===== src/rtl/uart_pkg.sv =====
// Shared UART definitions: frame state encoding, baud arithmetic and line levels.
// Used by uart_tx and the matching receiver so both sides agree on the frame format.
package uart_pkg;

  typedef enum logic [2:0] {
    IDLE,
    START,
    DATA,
    PARITY,
    STOP
  } uart_state_t;

  localparam logic LINE_IDLE = 1'b1;

  function automatic int cycles_per_bit(input int clk_freq, input int baud_rate);
    return clk_freq / baud_rate;
  endfunction

endpackage


===== src/rtl/uart_bit_timer.sv =====
// Baud counter: counts 0..CYCLES-1 while enabled and wraps, flagging the last
// cycle of a bit (bit_end) and the one before it (pre_end).
module uart_bit_timer #(
  parameter int CYCLES = 16
) (
  input  logic clk,
  input  logic reset,
  input  logic restart,
  input  logic enable,
  output logic bit_end,
  output logic pre_end
);

  localparam int CNT_W = (CYCLES > 1) ? $clog2(CYCLES) : 1;

  logic [CNT_W-1:0] count;

  assign bit_end = (count == CNT_W'(CYCLES - 1));
  assign pre_end = (count == CNT_W'(CYCLES - 2));

  // NOTE: registers use non-blocking assignment so every flop samples pre-edge values.
  always_ff @(posedge clk or posedge reset) begin
    if (reset) begin
      count <= '0;
    end else if (restart) begin
      count <= '0;
    end else if (enable) begin
      count <= bit_end ? '0 : count + 1'b1;
    end
  end

endmodule


===== src/rtl/uart_tx.sv =====
// UART transmitter: start bit, N data bits LSB first, optional parity, M stop bits.
// Define UART_TX_PARITY_EN to insert a parity bit (PARITY_ODD selects polarity).
module uart_tx
  import uart_pkg::*;
#(
  parameter int N         = 8,
  parameter int M         = 1,
  parameter int BAUD_RATE = 9600,
`ifdef UART_TX_PARITY_EN
  parameter bit PARITY_ODD = 1'b0,
`endif
  parameter int CLK_FREQ  = 50000000
) (
  input  logic         clk,
  input  logic         reset,
  input  logic [N-1:0] data_in,
  input  logic         valid,
  output logic         ready,
  output logic         tx,
  output logic         busy,
  output logic         done
);

  localparam int CYCLES_PER_BIT = cycles_per_bit(CLK_FREQ, BAUD_RATE);
  localparam int BIT_CNT_W      = $clog2(N);
  localparam logic [BIT_CNT_W-1:0] DATA_LAST = BIT_CNT_W'(N - 1);
  localparam logic [BIT_CNT_W-1:0] STOP_LAST = BIT_CNT_W'(M - 1);

  if (CYCLES_PER_BIT < 2) begin : g_bad_baud
    $error("uart_tx: CLK_FREQ/BAUD_RATE must be at least 2");
  end
  if (N < 5 || N > 9 || M < 1 || M > 2) begin : g_bad_frame
    $error("uart_tx: N must be 5..9 and M must be 1 or 2");
  end

  uart_state_t          state;
  logic [N-1:0]         shift_reg;
  logic [BIT_CNT_W-1:0] bit_cnt;
  logic                 bit_end;
  logic                 pre_end;
  logic                 accept;
`ifdef UART_TX_PARITY_EN
  logic                 parity_bit;
`endif

  assign accept = valid && ready;

  uart_bit_timer #(
    .CYCLES(CYCLES_PER_BIT)
  ) u_timer (
    .clk    (clk),
    .reset  (reset),
    .restart(accept),
    .enable (busy),
    .bit_end(bit_end),
    .pre_end(pre_end)
  );

  always_ff @(posedge clk or posedge reset) begin
    if (reset) begin
      state      <= IDLE;
      tx         <= LINE_IDLE;
      ready      <= 1'b1;
      busy       <= 1'b0;
      done       <= 1'b0;
      shift_reg  <= '0;
      bit_cnt    <= '0;
`ifdef UART_TX_PARITY_EN
      parity_bit <= 1'b0;
`endif
    end else begin
      done <= 1'b0;
      unique case (state)
        IDLE: begin
          if (accept) begin
            state     <= START;
            tx        <= 1'b0;
            ready     <= 1'b0;
            busy      <= 1'b1;
            shift_reg <= data_in;
            bit_cnt   <= '0;
`ifdef UART_TX_PARITY_EN
            parity_bit <= (^data_in) ^ PARITY_ODD;
`endif
          end
        end
        START: begin
          if (bit_end) begin
            state <= DATA;
            tx    <= shift_reg[0];
          end
        end
        DATA: begin
          if (bit_end) begin
            if (bit_cnt == DATA_LAST) begin
              bit_cnt <= '0;
`ifdef UART_TX_PARITY_EN
              state   <= PARITY;
              tx      <= parity_bit;
`else
              state   <= STOP;
              tx      <= LINE_IDLE;
`endif
            end else begin
              bit_cnt   <= bit_cnt + 1'b1;
              shift_reg <= shift_reg >> 1;
              tx        <= shift_reg[1];
            end
          end
        end
`ifdef UART_TX_PARITY_EN
        PARITY: begin
          if (bit_end) begin
            state   <= STOP;
            tx      <= LINE_IDLE;
            bit_cnt <= '0;
          end
        end
`endif
        STOP: begin
          // done is registered, so it is raised one cycle ahead of the final stop-bit clk
          if (bit_cnt == STOP_LAST && pre_end) done <= 1'b1;
          if (bit_end) begin
            if (bit_cnt == STOP_LAST) begin
              state   <= IDLE;
              ready   <= 1'b1;
              busy    <= 1'b0;
              bit_cnt <= '0;
            end else begin
              bit_cnt <= bit_cnt + 1'b1;
            end
          end
        end
        default: begin
          state <= IDLE;
          tx    <= LINE_IDLE;
          ready <= 1'b1;
          busy  <= 1'b0;
        end
      endcase
    end
  end

endmodule


===== config.mk =====
export PLATFORM = sky130hd
export DESIGN_NAME = uart_tx
export DESIGN_NICKNAME = d
export VERILOG_FILES = /design/src/rtl/uart_pkg.sv /design/src/rtl/uart_bit_timer.sv /design/src/rtl/uart_tx.sv
export SDC_FILE = /design/constraint.sdc
export NUM_CORES = 1
export LEC_CHECK = 0
export CAP_MARGIN = 20
export CORE_ASPECT_RATIO = 1.4
export CORE_MARGIN = 2
export CORE_UTILIZATION = 30
export CTS_BUF_LIST = sky130_fd_sc_hd__clkbuf_8
export DETAILED_ROUTE_END_ITERATION = 10
export PLACE_DENSITY_LB_ADDON = 0.3
export SLEW_MARGIN = 10
export SYNTH_ARGS = -nofsm -noshare
export SYNTH_HDL_FRONTEND = slang
export SYNTH_SLANG_ARGS = --single-unit

===== constraint.sdc =====
create_clock -name clk -period 4.5 [get_ports clk]
set_clock_uncertainty 0.2 [all_clocks]
set_input_delay 1.125 -clock clk [delete_from_list [all_inputs] [get_ports clk]]
set_output_delay 1.125 -clock clk [all_outputs]
set_load 0.01 [all_outputs]

-- Yosys cells after proc, flatten, opt, wreduce, memory -nomap -nowiden
Cells that the tools add are included.
W data, S select, Z words.
- register bits after elaboration: 31
- bits of input ports: 11
- output and inout bits: 4
- logic and storage cells: 72
- add/sub/neg operators: 2
- equality and inequality tests: 13
- mux-type cells: 34
- bitwise operators: 2
- reductions and logical operators: 13
- operators with widths (cell ; number):
    $mux W13 ; 3
    $mux W3 ; 11
    $eq A13 B13 Y1 const B ; 2
    $mux W8 ; 3
    $pmux W8 S2 ; 1
    $reduce_and A4 Y1 ; 4
    $add A13 B1 Y13 const B ; 1
    $pmux W3 S4 ; 1
    $mux W1 ; 11
    $pmux W3 S3 ; 1
    $ne A2 B2 Y1 const B ; 4
    $eq A3 B3 Y1 const B ; 2
    $logic_not A3 Y1 ; 2
    $ne A2 B1 Y1 const B ; 3
    $pmux W1 S3 ; 2
    $reduce_and A6 Y1 ; 1
    $pmux W1 S4 ; 1
    $reduce_bool A2 Y1 ; 2
    $add A3 B1 Y3 const B ; 1
    $eq A3 B1 Y1 const B ; 1
    $eq A3 B2 Y1 const B ; 1
    $reduce_bool A3 Y1 ; 1
    $logic_and A1 B1 Y1 ; 2
    $not A1 Y1 ; 2
    $reduce_or A2 Y1 ; 1

-- Logic depth before layout (Yosys ltp)
Gate-level depths: netlist of the first run.
- depth after elaboration: 4
- gate-level depth with buffers: 6
- gate-level depth less buffers: 6

-- Cells and area by module
Synthesis of the first run repeated with hierarchy kept, for this count alone.
- cells, all modules: 174
- area total of the unflattened synthesis: 1899.3 um^2
- modules (own cells, without submodules) (module ; times used ; cells an instance ; area each (um^2) ; seq. area each (um^2)):
    uart_tx ; 1 ; 96 ; 1146.1 ; 452.9
    uart_bit_timer ; 1 ; 78 ; 753.2 ; 325.3

-- Worst setup path before layout of the first run
OpenSTA, ideal clock, no wires.
- path kind: reg-to-reg
- start: register u_timer.count[8]
- end: register shift_reg[0]
- setup time: 125 ps
- data arrival time: 2156 ps
- data required time: 4175 ps
- slack: 2019 ps
- cell stages (with the launch flop): 7
- path buffers: 2
- clock period less this slack: 2481 ps
- cells stage by stage: dfrtp_1 -> or3b_1 -> clkbuf_2 -> or4_1 -> buf_2 -> o21ai_4 -> mux2_2
- cells in the longest elaborated chain, start to end: 3
- RTL lines (what ; line ; text):
    from (decl) ; uart_bit_timer.sv:16 ; logic [CNT_W-1:0] count;
    from (signal assigned) ; uart_bit_timer.sv:28 ; count <= bit_end ? '0 : count + 1'b1;
    $eq A13 B13 Y1 ; uart_bit_timer.sv:18 ; assign bit_end = (count == CNT_W'(CYCLES - 1));
    $ne A2 B1 Y1 (no line) ; - ;
    $reduce_and A4 Y1 (no line) ; - ;
    to (signal assigned) ; uart_tx.sv:80 ; shift_reg <= data_in;
    to (signal assigned) ; uart_tx.sv:106 ; shift_reg <= shift_reg >> 1;
    to (decl) ; uart_tx.sv:37 ; logic [N-1:0] shift_reg;
No other way between the ends.
A chain may end at the register's enable or synchronous reset.

-- Worst setup path after layout of the first run
- start: input valid
- end: register shift_reg[4]
- cells in the longest elaborated chain, start to end: 3
- RTL lines (what ; line ; text):
    from (decl) ; uart_tx.sv:17 ; input logic valid,
    $logic_and A1 B1 Y1 ; uart_tx.sv:46 ; assign accept = valid && ready;
    $ne A2 B2 Y1 (no line) ; - ;
    $reduce_and A4 Y1 (no line) ; - ;
No other way between the ends.

==> results of run 1 <==
-- path summary, 6_finish.rpt --
kind | slack (ns) | start | end | cells after the start
setup reg to reg | 1.72 | u_timer.count[8] | shift_reg[4] | 4
hold reg to reg | 0.31 | shift_reg[4] | shift_reg[4] | 1
hold / removal | 0.31 | shift_reg[4] | shift_reg[4] | 1
min in group asynchronous | 1.02 | reset | u_timer.count[8] | 3
setup / recovery | 1.53 | valid | shift_reg[4] | 5
max in group asynchronous | 2.76 | reset | ready | 3
-- cells in the mapped netlist (2+ instances only) --
cell      count  share of area
dfrtp_1      29           0.37
mux2_2       14          0.080
nor3_1       13          0.033
o21ai_0      13          0.033
inv_1        12          0.023
a21oi_1      10          0.025
clkbuf_1      9          0.017
nand2_1       9          0.017
a32o_1        8          0.041
nor2_1        8          0.015
nor3b_1       6          0.023
ha_1          5          0.032
nand2b_1      5          0.016
nand3_1       5          0.013
nor4_1        5          0.016
nand3b_1      4          0.015
and3_1        3         0.0096
nand4_1       3         0.0096
or2_2         3         0.0096
or3_1         3         0.0096
a211o_1       2         0.0089
a31oi_1       2         0.0064
and2_1        2         0.0064
dfstp_2       2          0.027
nand4b_1      2         0.0089
nor2b_1       2         0.0064
nor4b_1       2         0.0089
xor2_1        2         0.0089
-- cell usage in the layout, fill, tap and decap left out, types with 3 or more instances in the layout --
| cell type | count |
|---|---|
| nor3b_1 | 6 |
| nand2b_1 | 5 |
| nand3b_1 | 4 |
| o21ai_0 | 13 |
| or3_1 | 3 |
| a32o_1 | 8 |
| dfrtp_1 | 29 |
| a21oi_1 | 10 |
| clkbuf_8 | 6 |
| clkdlybuf4s50_1 | 14 |
| nor4_1 | 5 |
| nand4_1 | 3 |
| nor2_1 | 8 |
| nor3_1 | 13 |
| inv_1 | 12 |
| nand3_1 | 5 |
| ha_1 | 5 |
| buf_4 | 3 |
| nand2_1 | 9 |
| mux2_2 | 14 |
| or2_2 | 3 |
| and3_1 | 3 |
-- metal layers --
metal / track usage / vias to the layer above / routed length (um)
met5: 0 / - / 0
met4: 0.0392 / 0 / 50
met2: 0.216 / 23 / 2270
met3: 0.0253 / 5 / 127
li1: - / 811 / -
met1: 0.186 / 808 / 2060
-- per-stage QoR --
stage	setup slack (ns)	instance area (um2)	utilization	hold slack, ns	total power, uW
6_report	1.53	2290	0.367	0.305	933
5_1_grt	1.41	2290	0.367	0.320	994
4_1_cts	1.54	2290	0.366	0.310	945
3_5_place_dp	1.24	2170	0.347	0.294	654
3_3_place_gp	1.25	2170	0.347	0.284	648
2_1_floorplan	2.02	1960	-	0.275	578
-- area by class of cell --
type                    instances  area, um2  share of cell area
well taps                      72       90.1              0.0393
flip-flops and latches         31        778               0.339
clock inverters                 2       35.0              0.0153
clock buffers                   6       82.6              0.0360
repair buffers                 18        168              0.0731
inverters                      12       45.0              0.0196
multi-input cells             153       1100               0.478
-- power breakdown --
group	switching [uW]	leakage, uW	internal (uW)
clock network	107	0.0000612	179
logic	101	0.000444	114
registers	78.0	0.000386	355
-- logic make-up (layout without fill, tap and decap cells) --
group                      Yosys count  count (layout)  share of synthesized area
AOI/OAI and AO/OA                   49              49                      0.180
xor gates and xnor gates             2               2                    0.00892
adders and majority gates            5               5                     0.0319
buffers and inverters               23              38                     0.0452
DFF                                 31              31                      0.396
muxes                               14              14                     0.0803
and+or+nand+nor                     83              83                      0.257
-- worst max-delay path, stage by stage --
cell and delay (ns):
clkdlybuf4s50_1 0.49, nand2_1 0.28, or3_1 0.51, o21ai_4 0.15, mux2_2 0.37
==> results by group, run 1 <==
Global routing
  • Grt ovf: 0
  • Largest net degree at the start of global routing: 32
  • GR Util All Layers: 0.136
  • First-pass GRT wire length: 7770 um
  • Number of global-route vias before repair: 1,555
  • Initial antenna violation count: 0

Yosys
  • Distinct cells, synth: 52
  • Post-synth top flop: dfrtp_1
  • Ys Warns: 0
  • #FFs+latches synth: 31
  • Syn nets: 223
  • Synth Instances: between 200 and 250
  • Post-synth EDFFs: 0
  • Syn avg cell area: 9.48 um2
  • Post-Syn Area: 0.00196 mm2
  • Post-synth ARST share: 1.00
  • Part of the Yosys area used for sequential elements: 0.396

Floorplanning
  • Initial core utilization: 0.314
  • Chip width: 72.4 um
  • Core area: 0.00625 mm2
  • Die Ht: 99.7 um
  • Die area: a little over 0.007 mm2
  • Boundary Pins: 15
  • FP Rows: 34

Drt
  • Via count: 1,647
  • Final ANT Viol Nets: 0
  • Drt pass-1 iters: 5
  • Final WL: 4500 um
  • DR vias/cell: between 5 and 6
  • WL per Instance: 15.3 um
  • DRC: 0
  • Initial drt markers: 96

Final layout
  • Area Growth Syn to Fin: 16.9%
  • Nets: 237
  • Max reg flops: 13
  • Fillers: between 600 and 700
  • Non-Filler Instances: 294
  • Ant. Diodes: 0
  • Share of cells above drive strength 1: 0.153

Clocking
  • Hold buffers post-CTS: 0
  • CTS tree: built
  • CTS H-tree depth: 2
  • Latest clock arrival within the worst-skew pair: around 0.28 ns
  • Inserted Clock Buffers: 5
  • Max clock buf depth: 2
  • Clk root buf: clkbuf_8
  • Post-CTS setup buffers: 0
  • CTS sink cnt: 31
  • Reg clk slew, reported paths: 0.07 ns
  • Post-CTS sizing: 0

Timing
  • Max Fclk: approximately 340 MHz
  • Slew Limit Fails: 0
  • Setup TNS: 0 ns
  • RSZ-0062 raised after global routing: false
  • Final Setup Violations: 0
  • Least-Margin Pin Slew: between 0.7 and 0.8 ns
  • Final min period: 2.97 ns
  • Relative slew slack: 0.514
  • Hold Fails Final Rpt: 0
  • Period Utilization, post-route: 0.661

Hold path
  • Tightest Hold Check Type: flip-flop to flip-flop

Place
  • GPL Wtd Cong: roughly 0.81
  • Post-Place Cells: roughly 290
  • I/O Buffers: 14
  • Dpl hpwl: 3210 um

Pwr
  • Lkg Pwr: 0.000891 uW
  • Maximum vdd drop: 0.180 mV
  • Pwr dens: 407 mW/mm2

Flow run
  • Total of max-cap violations: 0

Critical path
  • Worst setup path class: input port to flip-flop
  • Crit. End Element: flip-flop
  • CP arrival: between 2 and 3 ns
  • Crit path max fanout: 13
  • CP Launch Type: input port
  • Critical Path RT: 4.47 ns

Status
  • Status: completed
Power figures use the tool's default switching activity.
==> run 2, diff against run 1 <==
clock period = 3.05 ns   (was 4.5 ns; I/O delays follow)
==> results by group, run 2 (synthesis gave the netlist of run 1 again) <==
Pwr
  • Maximum vdd drop: 0.289 mV (was 0.180 mV)
  • Pwr dens: 576 mW/mm2 (was 407 mW/mm2)
  • Lkg Pwr: 0.000904 uW (was 0.000891 uW)

Final layout
  • Ant. Diodes: 0 (unchanged)
  • Final Cell Area: 0.00231 mm2 (was 0.00229 mm2)
  • Commonest non-fill, non-tap cell in the layout: dfrtp_1 (unchanged)
  • Non-Filler Instances: 298 (was 294)
  • Share of cells above drive strength 1: 0.164 (was 0.153)
  • Area Growth Syn to Fin: 17.7% (was 16.9%)
  • Nets: 241 (was 237)
  • Most frequent cells in the layout: dfrtp_1 (29), mux2_2 (14), clkdlybuf4s50_1 (14) (unchanged)
  • Max reg flops: 13 (unchanged)
  • Fillers: 652 (was 633)

Clocking
  • Clk root buf: clkbuf_8 (unchanged)
  • CTS H-tree depth: 2 (unchanged)
  • Latest clock arrival within the worst-skew pair: 0.28 ns (about the same)
  • Hold buffers post-CTS: 0 (unchanged)
  • Reg clk slew, reported paths: 0.07 ns (about the same)
  • CTS sink cnt: 31 (unchanged)
  • Max clock buf depth: 2 (unchanged)
  • CTS tree: built (unchanged)
  • Post-CTS sizing: 0 (unchanged)
  • Post-CTS setup buffers: 0 (unchanged)
  • Inserted Clock Buffers: 5 (unchanged)

Floorplanning
  • Die Ht: 99.7 um (unchanged)
  • FP Rows: 34 (unchanged)
  • Core area: 0.00625 mm2 (unchanged)
  • Initial core utilization: 0.314 (unchanged)
  • Die area: 0.00722 mm2 (unchanged)
  • Chip width: 72.4 um (unchanged)
  • Boundary Pins: 15 (unchanged)

Critical path
  • Worst setup path class: flip-flop to flip-flop (was input port to flip-flop)
  • Cells along the critical path: or3b_1 > or4_1 > o21ai_4 > mux2_2 (was clkdlybuf4s50_1 > nand2_1 > or3_1 > o21ai_4 > mux2_2)
  • CP Launch Type: flip-flop (was input port)
  • Highest-delay cell along the critical path: or4_1 (was or3_1)
  • Crit path max fanout: 8 (was 13)
  • Critical Path RT: 3.02 ns (was 4.47 ns)
  • CP arrival: 2.54 ns (was 2.94 ns)
  • Slowest stage delay, CP: 0.63 ns (was 0.51 ns)
  • Reg2reg start: u_timer.count[8] (unchanged)
  • Crit path from: u_timer.count[8] (was valid)
  • Crit. End Element: flip-flop (unchanged)

Timing
  • Final Setup Violations: 0 (unchanged)
  • Max Fclk: 389 MHz
  • Least-Margin Pin Slew: 0.574 ns (was 0.722 ns)
  • Relative slew slack: 0.617 (was 0.514)
  • Final min period: 2.57 ns
  • Hold Fails Final Rpt: 0 (unchanged)
  • Setup TNS: 0 ns (unchanged)
  • Period Utilization, post-route: 0.844
  • Final worst setup slack: 0.477 ns (was 1.53 ns)
  • RSZ-0062 raised after global routing: false (unchanged)
  • Slew Limit Fails: 0 (unchanged)

Drt
  • Final WL: 4840 um (was 4500 um)
  • DR vias/cell: 5.58 (was 5.60)
  • Via count: 1,663 (was 1,647)
  • Drt pass-1 iters: 4 (was 5)
  • WL per Instance: 16.2 um (was 15.3 um)
  • Initial drt markers: 98 (was 96)
  • Final ANT Viol Nets: 0 (unchanged)
  • DRC: 0 (unchanged)

Place
  • GPL Wtd Cong: 0.850 (was 0.812)
  • I/O Buffers: 14 (unchanged)
  • Post-Place Cells: 290 (was 285)
  • Dpl hpwl: 3450 um (was 3210 um)
  • Cell Area, Placed: 0.00221 mm2 (was 0.00217 mm2)
  • Placement Setup Slack: 0.406 ns (was 1.24 ns)

Global routing
  • Initial antenna violation count: 0 (unchanged)
  • Number of global-route vias before repair: 1,677 (was 1,555)
  • GR Util All Layers: 0.141 (was 0.136)
  • Grt ovf: 0 (unchanged)
  • Largest net degree at the start of global routing: 32 (unchanged)
  • First-pass GRT wire length: 8020 um (was 7770 um)

Flow run
  • Total of max-cap violations: 0 (unchanged)

Hold path
  • Hold wc startpoint: shift_reg[4] (unchanged)
  • Tightest Hold Check Type: flip-flop to flip-flop (unchanged)

Status
  • Status: completed (unchanged)
-- run 2: cell count changes in the layout (fill, tap and decap cells not counted) --
cell	previous run	this run
bufinv_16	1	0
buf_4	3	8
clkbuf_2	1	0
clkinv_2	1	0
clkbuf_8	6	7
inv_1	12	13
-- run 2: final timing paths --
| kind | end | slack, ns | cells past startpoint |
|---|---|---|---|
| max | shift_reg[1] | 0.48 | 4 |
| min | shift_reg[4] | 0.30 | 1 |
| min reg2reg | shift_reg[4] | 0.30 | 1 |
| max reg2reg | shift_reg[1] | 0.48 | 4 |
| max in group asynchronous | ready | 1.64 | 3 |
| min in group asynchronous | u_timer.count[8] | 0.67 | 3 |
-- run 2: layout make-up --
cell class	instances	area [um2]	share of cell area
Clock buffer	7	96.3	0.0417
Clock inverter	1	3.75	0.00163
Inverter	12	45.0	0.0195
Multi-Input combinational cell	153	1100	0.475
Sequential cell	31	778	0.337
Tap cell	72	90.1	0.0390
Timing Repair Buffer	22	200	0.0867
-- run 2: critical path: cells and delay by family (launching register included) --
family / cells / cell delay (ns)
simple gates: 2 / 1.14
flops: 1 / 0.43
compound gates: 1 / 0.32
mux: 1 / 0.37
-- run 2: routing by layer --
layer | share of wire | wire length [um] | GRT usage | vias to the layer above
met5 | 0 | 0 | 0 | -
met4 | 0.014 | 70 | 0.0479 | 0
met3 | 0.029 | 142 | 0.0243 | 8
met2 | 0.51 | 2470 | 0.252 | 28
met1 | 0.44 | 2150 | 0.167 | 812
li1 | - | - | - | 815
-- run 2: through the flow --
stage	hold WS [ns]	total power, uW	util
floorplan	0.275	853	-
global placement	0.288	970	0.353
detailed placement	0.292	982	0.353
CTS	0.308	1350	0.369
global route	0.336	1410	0.369
finish	0.304	1330	0.369
-- run 2: report_power, final --
part,internal (uW),switching (uW),leakage [uW]
registers,524,113,0.000386
clock network,203,156,0.0000557
logic,173,163,0.000463
==> run 3, diff against run 2 <==
clock period = 2.3 ns   (was 3.05 ns; I/O delays follow)
==> results by group, run 3 (synthesis gave the netlist of run 1 again) <==
Drt
  • DR vias/cell: 5.52 (was 5.58)
  • Drt pass-1 iters: 4 (unchanged)
  • DRC: 0 (unchanged)
  • WL per Instance: 16.2 um (about the same)
  • Final WL: 5220 um (was 4840 um)
  • Initial drt markers: 122 (was 98)
  • Final ANT Viol Nets: 0 (unchanged)
  • Via count: 1,784 (was 1,663)

Timing
  • Final Setup Violations: 0 (unchanged)
  • WHS: 0.315 ns (was 0.304 ns)
  • Final min period: 2.24 ns (was 2.57 ns)
  • RSZ-0062 raised after global routing: false (unchanged)
  • Relative slew slack: 0.697 (was 0.617)
  • Max Fclk: 446 MHz (was 389 MHz)
  • Period Utilization, post-route: 0.976 (was 0.844)
  • Hold Fails Final Rpt: 0 (unchanged)
  • Final worst setup slack: 0.0562 ns (was 0.477 ns)
  • Slew Limit Fails: 0 (unchanged)
  • Least-Margin Pin Slew: 0.452 ns (was 0.574 ns)
  • Setup TNS: 0 ns (unchanged)

Global routing
  • GR Util All Layers: 0.158 (was 0.141)
  • First-pass GRT wire length: 8990 um (was 8020 um)
  • Largest net degree at the start of global routing: 32 (unchanged)
  • Initial antenna violation count: 0 (unchanged)
  • Number of global-route vias before repair: 1,860 (was 1,677)
  • Grt ovf: 0 (unchanged)

Floorplanning
  • Initial core utilization: 0.314 (unchanged)
  • FP Rows: 34 (unchanged)
  • Boundary Pins: 15 (unchanged)
  • Die Ht: 99.7 um (unchanged)
  • Die area: 0.00722 mm2 (unchanged)
  • Chip width: 72.4 um (unchanged)
  • Core area: 0.00625 mm2 (unchanged)

Critical path
  • CP dominant cell by count: buf_4
  • CP arrival: 2.22 ns (was 2.54 ns)
  • R2R setup slack: 0.06 ns (was 0.48 ns)
  • CP Launch Type: flip-flop (unchanged)
  • Highest-delay cell along the critical path: or3b_1 (was or4_1)
  • Critical Path RT: 2.27 ns (was 3.02 ns)
  • Critical path's top delay family: simple AND/OR/NAND/NOR gates (unchanged)
  • Worst setup path class: flip-flop to flip-flop (unchanged)
  • Cells along the critical path: or3b_1 > buf_4 > nor4_2 > buf_4 > a21oi_1 > a221o_1 (was or3b_1 > or4_1 > o21ai_4 > mux2_2)
  • Critical path buffers and inverters: 2 (was 0)
  • Crit. End Element: flip-flop (unchanged)
  • Slowest stage delay, CP: 0.42 ns (was 0.63 ns)
  • Crit path max fanout: 7 (was 8)

Pwr
  • Maximum vdd drop: 0.450 mV (was 0.289 mV)
  • Lkg Pwr: 0.00107 uW (was 0.000904 uW)
  • Switch share: 0.312 (was 0.325)
  • Pwr dens: 785 mW/mm2 (was 576 mW/mm2)
  • Comb power frac: 0.329 (was 0.253)
  • Clock share of power: 0.285 (was 0.269)
  • Internal power: 1400 uW (was 899 uW)
  • Part of the power in registers: 0.386 (was 0.478)
  • Net Switching: 634 uW (was 432 uW)

Clocking
  • CTS sink cnt: 31 (unchanged)
  • CTS H-tree depth: 2 (unchanged)
  • Clk root buf: clkbuf_8 (unchanged)
  • Latest clock arrival within the worst-skew pair: 0.29 ns (was 0.28 ns)
  • Max clock buf depth: 2 (unchanged)
  • Inserted Clock Buffers: 5 (unchanged)
  • CTS tree: built (unchanged)
  • Reg clk slew, reported paths: 0.08 ns (was 0.07 ns)

Place
  • I/O Buffers: 14 (unchanged)
  • GPL Wtd Cong: 0.804 (was 0.850)
  • Dpl hpwl: 3710 um (was 3450 um)
  • Placement Setup Slack: -0.0805 ns (was 0.406 ns)
  • Cell Area, Placed: 0.00243 mm2 (was 0.00221 mm2)

Final layout
  • Share of cells above drive strength 1: 0.267 (was 0.164)
  • Area Growth Syn to Fin: 31.8% (was 17.7%)
  • Ant. Diodes: 0 (unchanged)
  • Max reg flops: 13 (unchanged)
  • Utilization after layout: 0.414 (was 0.369)
  • Final Cell Area: 0.00259 mm2 (was 0.00231 mm2)
  • Nets: 266 (was 241)
  • Commonest non-fill, non-tap cell in the layout: buf_4 (was dfrtp_1)
  • Most frequent cells in the layout: buf_4 (31), dfrtp_1 (29), clkdlybuf4s50_1 (14) (was dfrtp_1 (29), mux2_2 (14), clkdlybuf4s50_1 (14))

Flow run
  • Total of max-cap violations: 0 (unchanged)

Status
  • Status: completed (unchanged)

Hold path
  • Tightest Hold Check Type: flip-flop to flip-flop (unchanged)
## run 3: cell type report
type | count | area (um2)
fillers | 626 | 3670
multi-input cells | 153 | 1140
flip-flops and latches | 31 | 778
repair buffers | 47 | 413
well taps | 72 | 90.1
clock buffers | 6 | 82.6
inverters | 12 | 45.0
clock inverters | 2 | 35.0
## run 3: power groups by stage
stage	Clock (uW)	Combinational [uW]	Sequential [uW]
after floorplan	0	369	801
after global placement	0	650	787
after detailed placement	0	658	787
after CTS	592	662	784
after global routing	618	728	807
final	580	668	784
## run 3: timing repair
item                       4_1_cts  5_1_grt
setup endpoints to repair        9       10
resized for setup                1        2
hold buffers                     0        0
pin swaps                        1        0
setup buffers                    1        0
## run 3: final timing paths
kind                                        from               end  cells past startpoint
worst max-delay path            u_timer.count[9]        bit_cnt[1]                      6
worst min-delay path                       ready             ready                      1
worst max register to register  u_timer.count[9]        bit_cnt[1]                      6
worst min register to register             ready             ready                      1
max in group asynchronous                  reset                tx                      3
min in group asynchronous                  reset  u_timer.count[8]                      3
## run 3: per-stage QoR
stage | total power, uW | std cells
floorplan | 1170 | 207
global placement | 1440 | 314
detailed placement | 1450 | 314
CTS | 2040 | 323
global route | 2150 | 323
finish | 2030 | 323
## run 3: metal layers
| layer | routed length, um | track usage |
|---|---|---|
| met5 | 0 | 0 |
| met4 | 81 | 0.0566 |
| met3 | 125 | 0.0274 |
| met2 | 2730 | 0.272 |
| met1 | 2290 | 0.196 |
## run 3: worst reg2reg max path, stage by stage (launching register included)
cell,delay [ns]
dfrtp_1,0.38
or3b_1,0.42
buf_4,0.18
nor4_2,0.32
buf_4,0.22
a21oi_1,0.08
a221o_1,0.33
